--- config.mk ---
export PLATFORM = sky130hd
export DESIGN_NAME = exc_ctrl
export DESIGN_NICKNAME = d
export VERILOG_FILES = /design/src/rtl/exc_ctrl.sv
export SDC_FILE = /design/constraint.sdc
export NUM_CORES = 1
export LEC_CHECK = 0
export CAP_MARGIN = 10
export CORE_ASPECT_RATIO = 1.2
export CORE_MARGIN = 2
export CORE_UTILIZATION = 46
export CTS_CLUSTER_DIAMETER = 40
export DETAILED_ROUTE_END_ITERATION = 12
export GPL_TIMING_DRIVEN = 0
export PLACE_DENSITY = 0.95
export SETUP_SLACK_MARGIN = 0.15
export SLEW_MARGIN = 20
export SYNTH_ARGS = -nofsm -noshare
export SYNTH_HDL_FRONTEND = slang
export SYNTH_SLANG_ARGS = --single-unit
--- constraint.sdc ---
create_clock -name clk -period 4.4 [get_ports clk]
set_clock_uncertainty 0.05 [all_clocks]
set_input_delay 1.32 -clock clk [delete_from_list [all_inputs] [get_ports clk]]
set_output_delay 1.32 -clock clk [all_outputs]
set_load 0.03 [all_outputs]
--- src/rtl/exc_ctrl.sv ---
// CP0 exception/interrupt controller: SR/Cause/EPC/PRId registers and a
// four-state trap/return sequencer driving one-cycle redirect pulses.
module exc_ctrl (
  input  logic        clk,
  input  logic        reset,
  input  logic [5:0]  HWInt,
  input  logic [4:0]  ExcCode_M,
  input  logic [31:0] PC_M,
  input  logic        BD_M,
  input  logic        ERET_M,
  input  logic        cp0_we,
  input  logic [4:0]  cp0_addr,
  input  logic [31:0] cp0_wdata,
  output logic [31:0] cp0_rdata,
  output logic        Interrupt,
  output logic        ERET,
  output logic [31:0] EPC,
  output logic        flush
);

  typedef enum logic [1:0] {RUN, TRAP, HANDLER, RETURN} state_t;

  localparam logic [31:0] PRID = 32'h2019_0305;

  state_t      state, state_nxt;
  logic [5:0]  im, ip;
  logic        exl, ie, bd;
  logic [4:0]  exccode;
  logic [31:0] epc;
  logic        int_req, exc_req, trap_go, ret_go;
  logic        unused_wdata;

  // Restart address of the faulting instruction; a delay-slot victim restarts at its branch.
  function automatic logic [31:0] restart_pc(input logic [31:0] pc, input logic in_slot);
    logic [31:0] v;
    v = in_slot ? pc - 32'd4 : pc;
    return {v[31:2], 2'b00};
  endfunction

  assign unused_wdata = ^{cp0_wdata[31:16], cp0_wdata[9:2]};

  always_comb begin
    int_req = (|(HWInt & im)) & ie & ~exl;
    exc_req = (ExcCode_M != 5'd0) & ~exl;
  end

  always_ff @(posedge clk or posedge reset) begin
    if (reset) state <= RUN;
    else       state <= state_nxt;
  end

  always_comb begin
    state_nxt = state;
    trap_go   = 1'b0;
    ret_go    = 1'b0;
    case (state)
      RUN: begin
        if (int_req || exc_req) begin
          state_nxt = TRAP;
          trap_go   = 1'b1;
        end else if (ERET_M) begin
          state_nxt = RETURN;
          ret_go    = 1'b1;
        end
      end
      TRAP:    state_nxt = HANDLER;
      HANDLER: begin
        if (ERET_M) begin
          state_nxt = RETURN;
          ret_go    = 1'b1;
        end
      end
      RETURN:  state_nxt = RUN;
      default: state_nxt = RUN;
    endcase
  end

  always_comb begin
    Interrupt = (state == TRAP);
    ERET      = (state == RETURN);
    flush     = (state == TRAP) || (state == RETURN);
  end

  // MTC0 is dropped whenever the sequencer redirects, since that instruction is flushed.
  always_ff @(posedge clk or posedge reset) begin
    if (reset) begin
      im      <= '0;
      exl     <= 1'b0;
      ie      <= 1'b0;
      ip      <= '0;
      bd      <= 1'b0;
      exccode <= '0;
      epc     <= '0;
    end else begin
      ip <= HWInt;
      if (trap_go) begin
        exl     <= 1'b1;
        bd      <= BD_M;
        exccode <= int_req ? 5'd0 : ExcCode_M;
        epc     <= restart_pc(PC_M, BD_M);
      end else if (ret_go) begin
        exl <= 1'b0;
      end else if (cp0_we) begin
        case (cp0_addr)
          5'd12: begin
            im  <= cp0_wdata[15:10];
            exl <= cp0_wdata[1];
            ie  <= cp0_wdata[0];
          end
          5'd14:   epc <= {cp0_wdata[31:2], 2'b00};
          default: ;
        endcase
      end
    end
  end

  always_comb begin
    cp0_rdata = 32'd0;
    case (cp0_addr)
      5'd12:   cp0_rdata = {16'd0, im, 8'd0, exl, ie};
      5'd13:   cp0_rdata = {bd, 15'd0, ip, 3'd0, exccode, 2'b00};
      5'd14:   cp0_rdata = epc;
      5'd15:   cp0_rdata = PRID;
      default: cp0_rdata = 32'd0;
    endcase
  end

  assign EPC = epc;

endmodule

-- Word-level counts from Yosys, hierarchy flattened
Index checks and enable logic that the tools add are counted.
- bitwise operators: 7
- eq/ne operators: 8
- $add $sub $neg: 1
- mux-type cells: 19
- reduce and logical (&&, ||, !) cells: 12
- operators by type and width (kind ; count):
    $mux 32 ; 5
    $pmux 32 s4 ; 1
    $sub 32x3->32 const B ; 1
    $eq 5x4->1 const B ; 4
    $mux 1 ; 8
    $pmux 2 s4 ; 1
    $and 6x6->6 ; 1
    $reduce_bool 3->1 ; 2
    $reduce_or 6->1 ; 1
    $mux 5 ; 1
    $reduce_bool 5->1 ; 1
    $eq 2x2->1 const B ; 2
    $mux 2 ; 2
    $reduce_and 4->1 ; 1
    $reduce_bool 2->1 ; 2
    $and 1x1->1 ; 3
    $not 1->1 ; 3
    $reduce_and 3->1 ; 1
    $eq 2x1->1 const B ; 1
    $logic_not 2->1 ; 1
    $logic_or 1x1->1 ; 2
    $ne 2x2->1 const B ; 1
    $pmux 1 s2 ; 1
    $reduce_and 2->1 ; 1
- output and inout bits: 67
- logic and storage cells: 55
- flip-flop bits (word level): 54
- input bits: 85

-- Longest topological paths before layout
- word-level depth: 9
- depth in mapped cells: 8
- gate-level depth less buffers: 7

-- Least setup slack after synthesis
OpenSTA, ideal clock, no wires.
- path kind: input to output
- start point: in cp0_addr[1]
- end point: out cp0_rdata[31]
- path buffers: 2
- stages on the path: 5
- arrival time: 2.520 ns
- slack: 0.510 ns
- data required time: 3.030 ns
- cell sequence: buf_1 nor2b_1 clkbuf_1 a22oi_1 nor2_1
- word-level cells in the longest chain between the ends: 2
- elaborated cells on any way between the ends: 5
- those cells by class: 4 x eq/ne; 1 x mux
- RTL lines (what ; line ; source):
    start: declaration ; 12 ; input logic [4:0] cp0_addr,
    $eq 5x4->1 ; 119 ; case (cp0_addr)
    $pmux 32 s4 * ; 119 ;
    end: declaration ; 14 ; output logic [31:0] cp0_rdata,
Mark *: on every way between the ends. The rest lies on a longest branch, timed or not.

-- Final worst setup path
- start point: in cp0_addr[2]
- end point: out cp0_rdata[20]
Same word-level chain as after synthesis.

==> results.cfg <==
[outcome]
status = complete, no violations

[min_path]
hold_path.class = reg -> reg
hold_path.startpoint = exccode[0]$_DFFE_PP0P_
whs_path_depth = 2
min_to = exccode[0]$_DFFE_PP0P_

[cts]
cts_root_buf = clkbuf_8
cts-hold-fix-buffers = 0
htreeDepth = 2
cts.sinks = 52
cts_buffer_depth = 2
clock_latency_ns = 0.31
cts_tree = yes
path_clk_slew_ns = 0.10
cts_buffers = 5

[placement]
placed_cell_area_mm2 = 0.004937
gp_congestion = 0.8651
dp.cells = 590
place_hpwl_um = 8061
dpl_worst_slack_ns = -0.9171
io_buffers = 145

[cells_and_area]
seqCellArea_mm2 = 0.001301
layout.nets = 600
nFillCells = 564
drive_gt1_frac = 0.1389
multiInputGateArea_mm2 = 0.001969
area_delta_synth_final_pct = 49.35
stdcell_area_mm2 = 0.005002
diodes = 0
final_cells = 601

[logic_synthesis]
synth_top_cells_by_area = dfrtp_1, mux2i_1, nor2_1, xnor2_1, a21oi_1
synth_async_sr_flop_share = 1.000
ys.flop_type = dfrtp_1
synthMuxAreaShare = 0.1976
synth_compound_area_frac = 0.07770
avgSynthCellArea_um2 = 9.489
synth.distinct_cells = 45
synth_common_cells = nor2_1, mux2i_1, dfrtp_1
synth_top_area_frac = 0.3885
syn_inst = 353
synth_simple_gate_area_frac = 0.2155
synth-seq-cells = 52
yosys_warnings = 0
synth_top_family_by_area = simple AND/OR/NAND/NOR gates
synth_xor_area_frac = 0.06799
synthAdderAreaFrac = 0.01868
synth-edff-count = 0
yosysTopAreaCell = dfrtp_1
ys_seq_area_frac = 0.3885
yosysMostFrequentCell = nor2_1
synth_area_mm2 = 0.003349

[setup_path]
end_kind = output port
r2r-end = im[3]$_DFFE_PP0P_
critPathLaunchType = input pin
reg2reg_from = im[1]$_DFFE_PP0P_
reg2regPathDepth = 5
critical_path.max_stage_delay_ns = 0.46
path_max_fanout = 4
cp.arrival_ns = 2.83
crit_chain = clkdlybuf4s50_1, nand2_1, nor2_4, nand2_2, buf_4, nor2_1, dlygate4sd2_1
cp_data_required_time_ns = 3.03
critical-path-top-delay-family = buffers and inverters
cp_slowest_cell = clkdlybuf4s50_1
path_class = in -> out
critPathBufInv = 3
r2r_slack_ns = 2.00

[floorplan]
num_rows = 34
die_w_um = 81.90
dieHeight_um = 97.48
die_area_mm2 = 0.007983
start_util = 0.4687
coreArea_mm2 = 0.007147
io_pins = 152

[timing]
post-route-period-util = 0.9541
worstMarginPinSlew_ns = 0.7914
min_period_ns = 4.198
finalSetupViolations = 0
hold_viol = 0
finalWorstSetupSlack_ns = 0.2020
timing.fmax_mhz = 238.2
relSlewSlack = 0.4724
final_max_slew_viol_count = 0
rsz0062_at_grt = no

[pwr]
p_leak_nw = 2.425
max-vdd-ir-drop_mv = 0.3641
p_per_area_mw_per_mm2 = 506.2

[drt]
detail-route-antenna-nets = 0
drt_iter0_markers = 165
vias = 3256
drtPass1Iterations = 4
drt-total-wl_um = 10450
viasPerCell = 5.418
routedWlPerCell_um = 17.39
drc = 0

[global_route]
grt_pass1_wl_um = 16530
antenna_found_initial = 0
grt_max_degree = 37
overflow = 0
grt_pass1_vias = 3438
grt_util_all_layers = 0.2637

[job]
max_cap_violations = 0
registers in the layout, summed over array words and instances (netlist names):
signal	cells
exl	1
state	2
ie	1
bd	1
im	6
EPC	30
exccode	5
ip	6
worst max-delay path by stage:
stage	from	end	slack, ns	cells after the start
2_1_floorplan	cp0_addr[1]	cp0_rdata[31]	0.51	5
3_3_place_gp	cp0_addr[3]	cp0_rdata[22]	-0.90	8
3_5_place_dp	cp0_addr[3]	cp0_rdata[21]	-0.92	8
4_1_cts	cp0_addr[3]	cp0_rdata[21]	0.08	8
5_1_grt	cp0_addr[2]	cp0_rdata[20]	0.16	7
6_report	cp0_addr[2]	cp0_rdata[20]	0.20	7
tightest hold or removal path, delay by kind of cell (launching register included):
kind / cells / cell delay, ns
DFF: 1 / 0.36
AOI/OAI and AO/OA: 1 / 0.06
and+or+nand+nor: 1 / 0.05
per-layer routing:
layer | GRT usage | part of all wire | up-vias
met5 | 0 | 0 | -
met4 | 0.08718 | 0.021 | 0
met3 | 0.05019 | 0.066 | 23
met2 | 0.4778 | 0.54 | 149
met1 | 0.3011 | 0.37 | 1534
li1 | - | - | 1550
placed cells by master (no fill, tap or decap), drive strengths merged, types with 9 or more instances in the layout:
cell	synthesis	routed
clkdlybuf4s50	0	112
nor2	57	57
mux2i	56	56
dfrtp	52	52
buf	10	34
a21oi	22	22
nand2	18	18
xnor2	17	17
and2	13	13
clkbuf	8	13
nor3	10	10
dlygate4sd2	0	10
mux2	9	9
xor2	9	9
o21ai	9	9
nor4	9	9
power breakdown:
group,switching (mW),leakage (nW),total [mW],internal (mW)
clock,0.175,0.0487,0.291,0.116
sequential,0.178,0.617,0.866,0.687
combinational,0.763,1.76,1.37,0.612
total,1.12,2.42,2.53,1.42
kinds of logic (layout without fill, tap and decap cells):
kind of cell	Yosys count	in the layout
and+or+nand+nor	135	135
muxes	65	65
DFF	52	52
AOI/OAI and AO/OA	44	44
xor gates and xnor gates	26	26
buffers and inverters	25	182
adders and majority gates	5	5
other	1	2
area by class of cell:
class / instances / area share
Multi-Input combinational cell: 277 / 0.3937
Timing Repair Buffer: 149 / 0.2779
Sequential cell: 52 / 0.2601
Tap cell: 90 / 0.02251
Buffer: 18 / 0.02151
Clock buffer: 5 / 0.01376
Clock inverter: 3 / 0.005253
Inverter: 7 / 0.005253
metrics by stage:
stage / util / power (mW) / setup TNS (ns) / hold slack, ns
3_5_place_dp: 0.6908 / 2.242 / -17.44 / 0.4188
3_3_place_gp: 0.6880 / 2.178 / -16.95 / 0.4124
5_1_grt: 0.6999 / 2.679 / 0 / 0.4676
4_1_cts: 0.7085 / 2.531 / 0 / 0.4414
2_1_floorplan: - / 1.656 / 0 / 0.3947
6_report: 0.6999 / 2.532 / 0 / 0.4449
timing repair:
item / in CTS / in global routing
cloned: 0 / 1
hold endpoints to repair: 0 / 0
endpoints found under the setup margin: 31 / 25
pin swaps: 1 / 0
setup buffers: 2 / 0
gates resized for setup: 93 / 46
(Power assumes the default switching activity.)
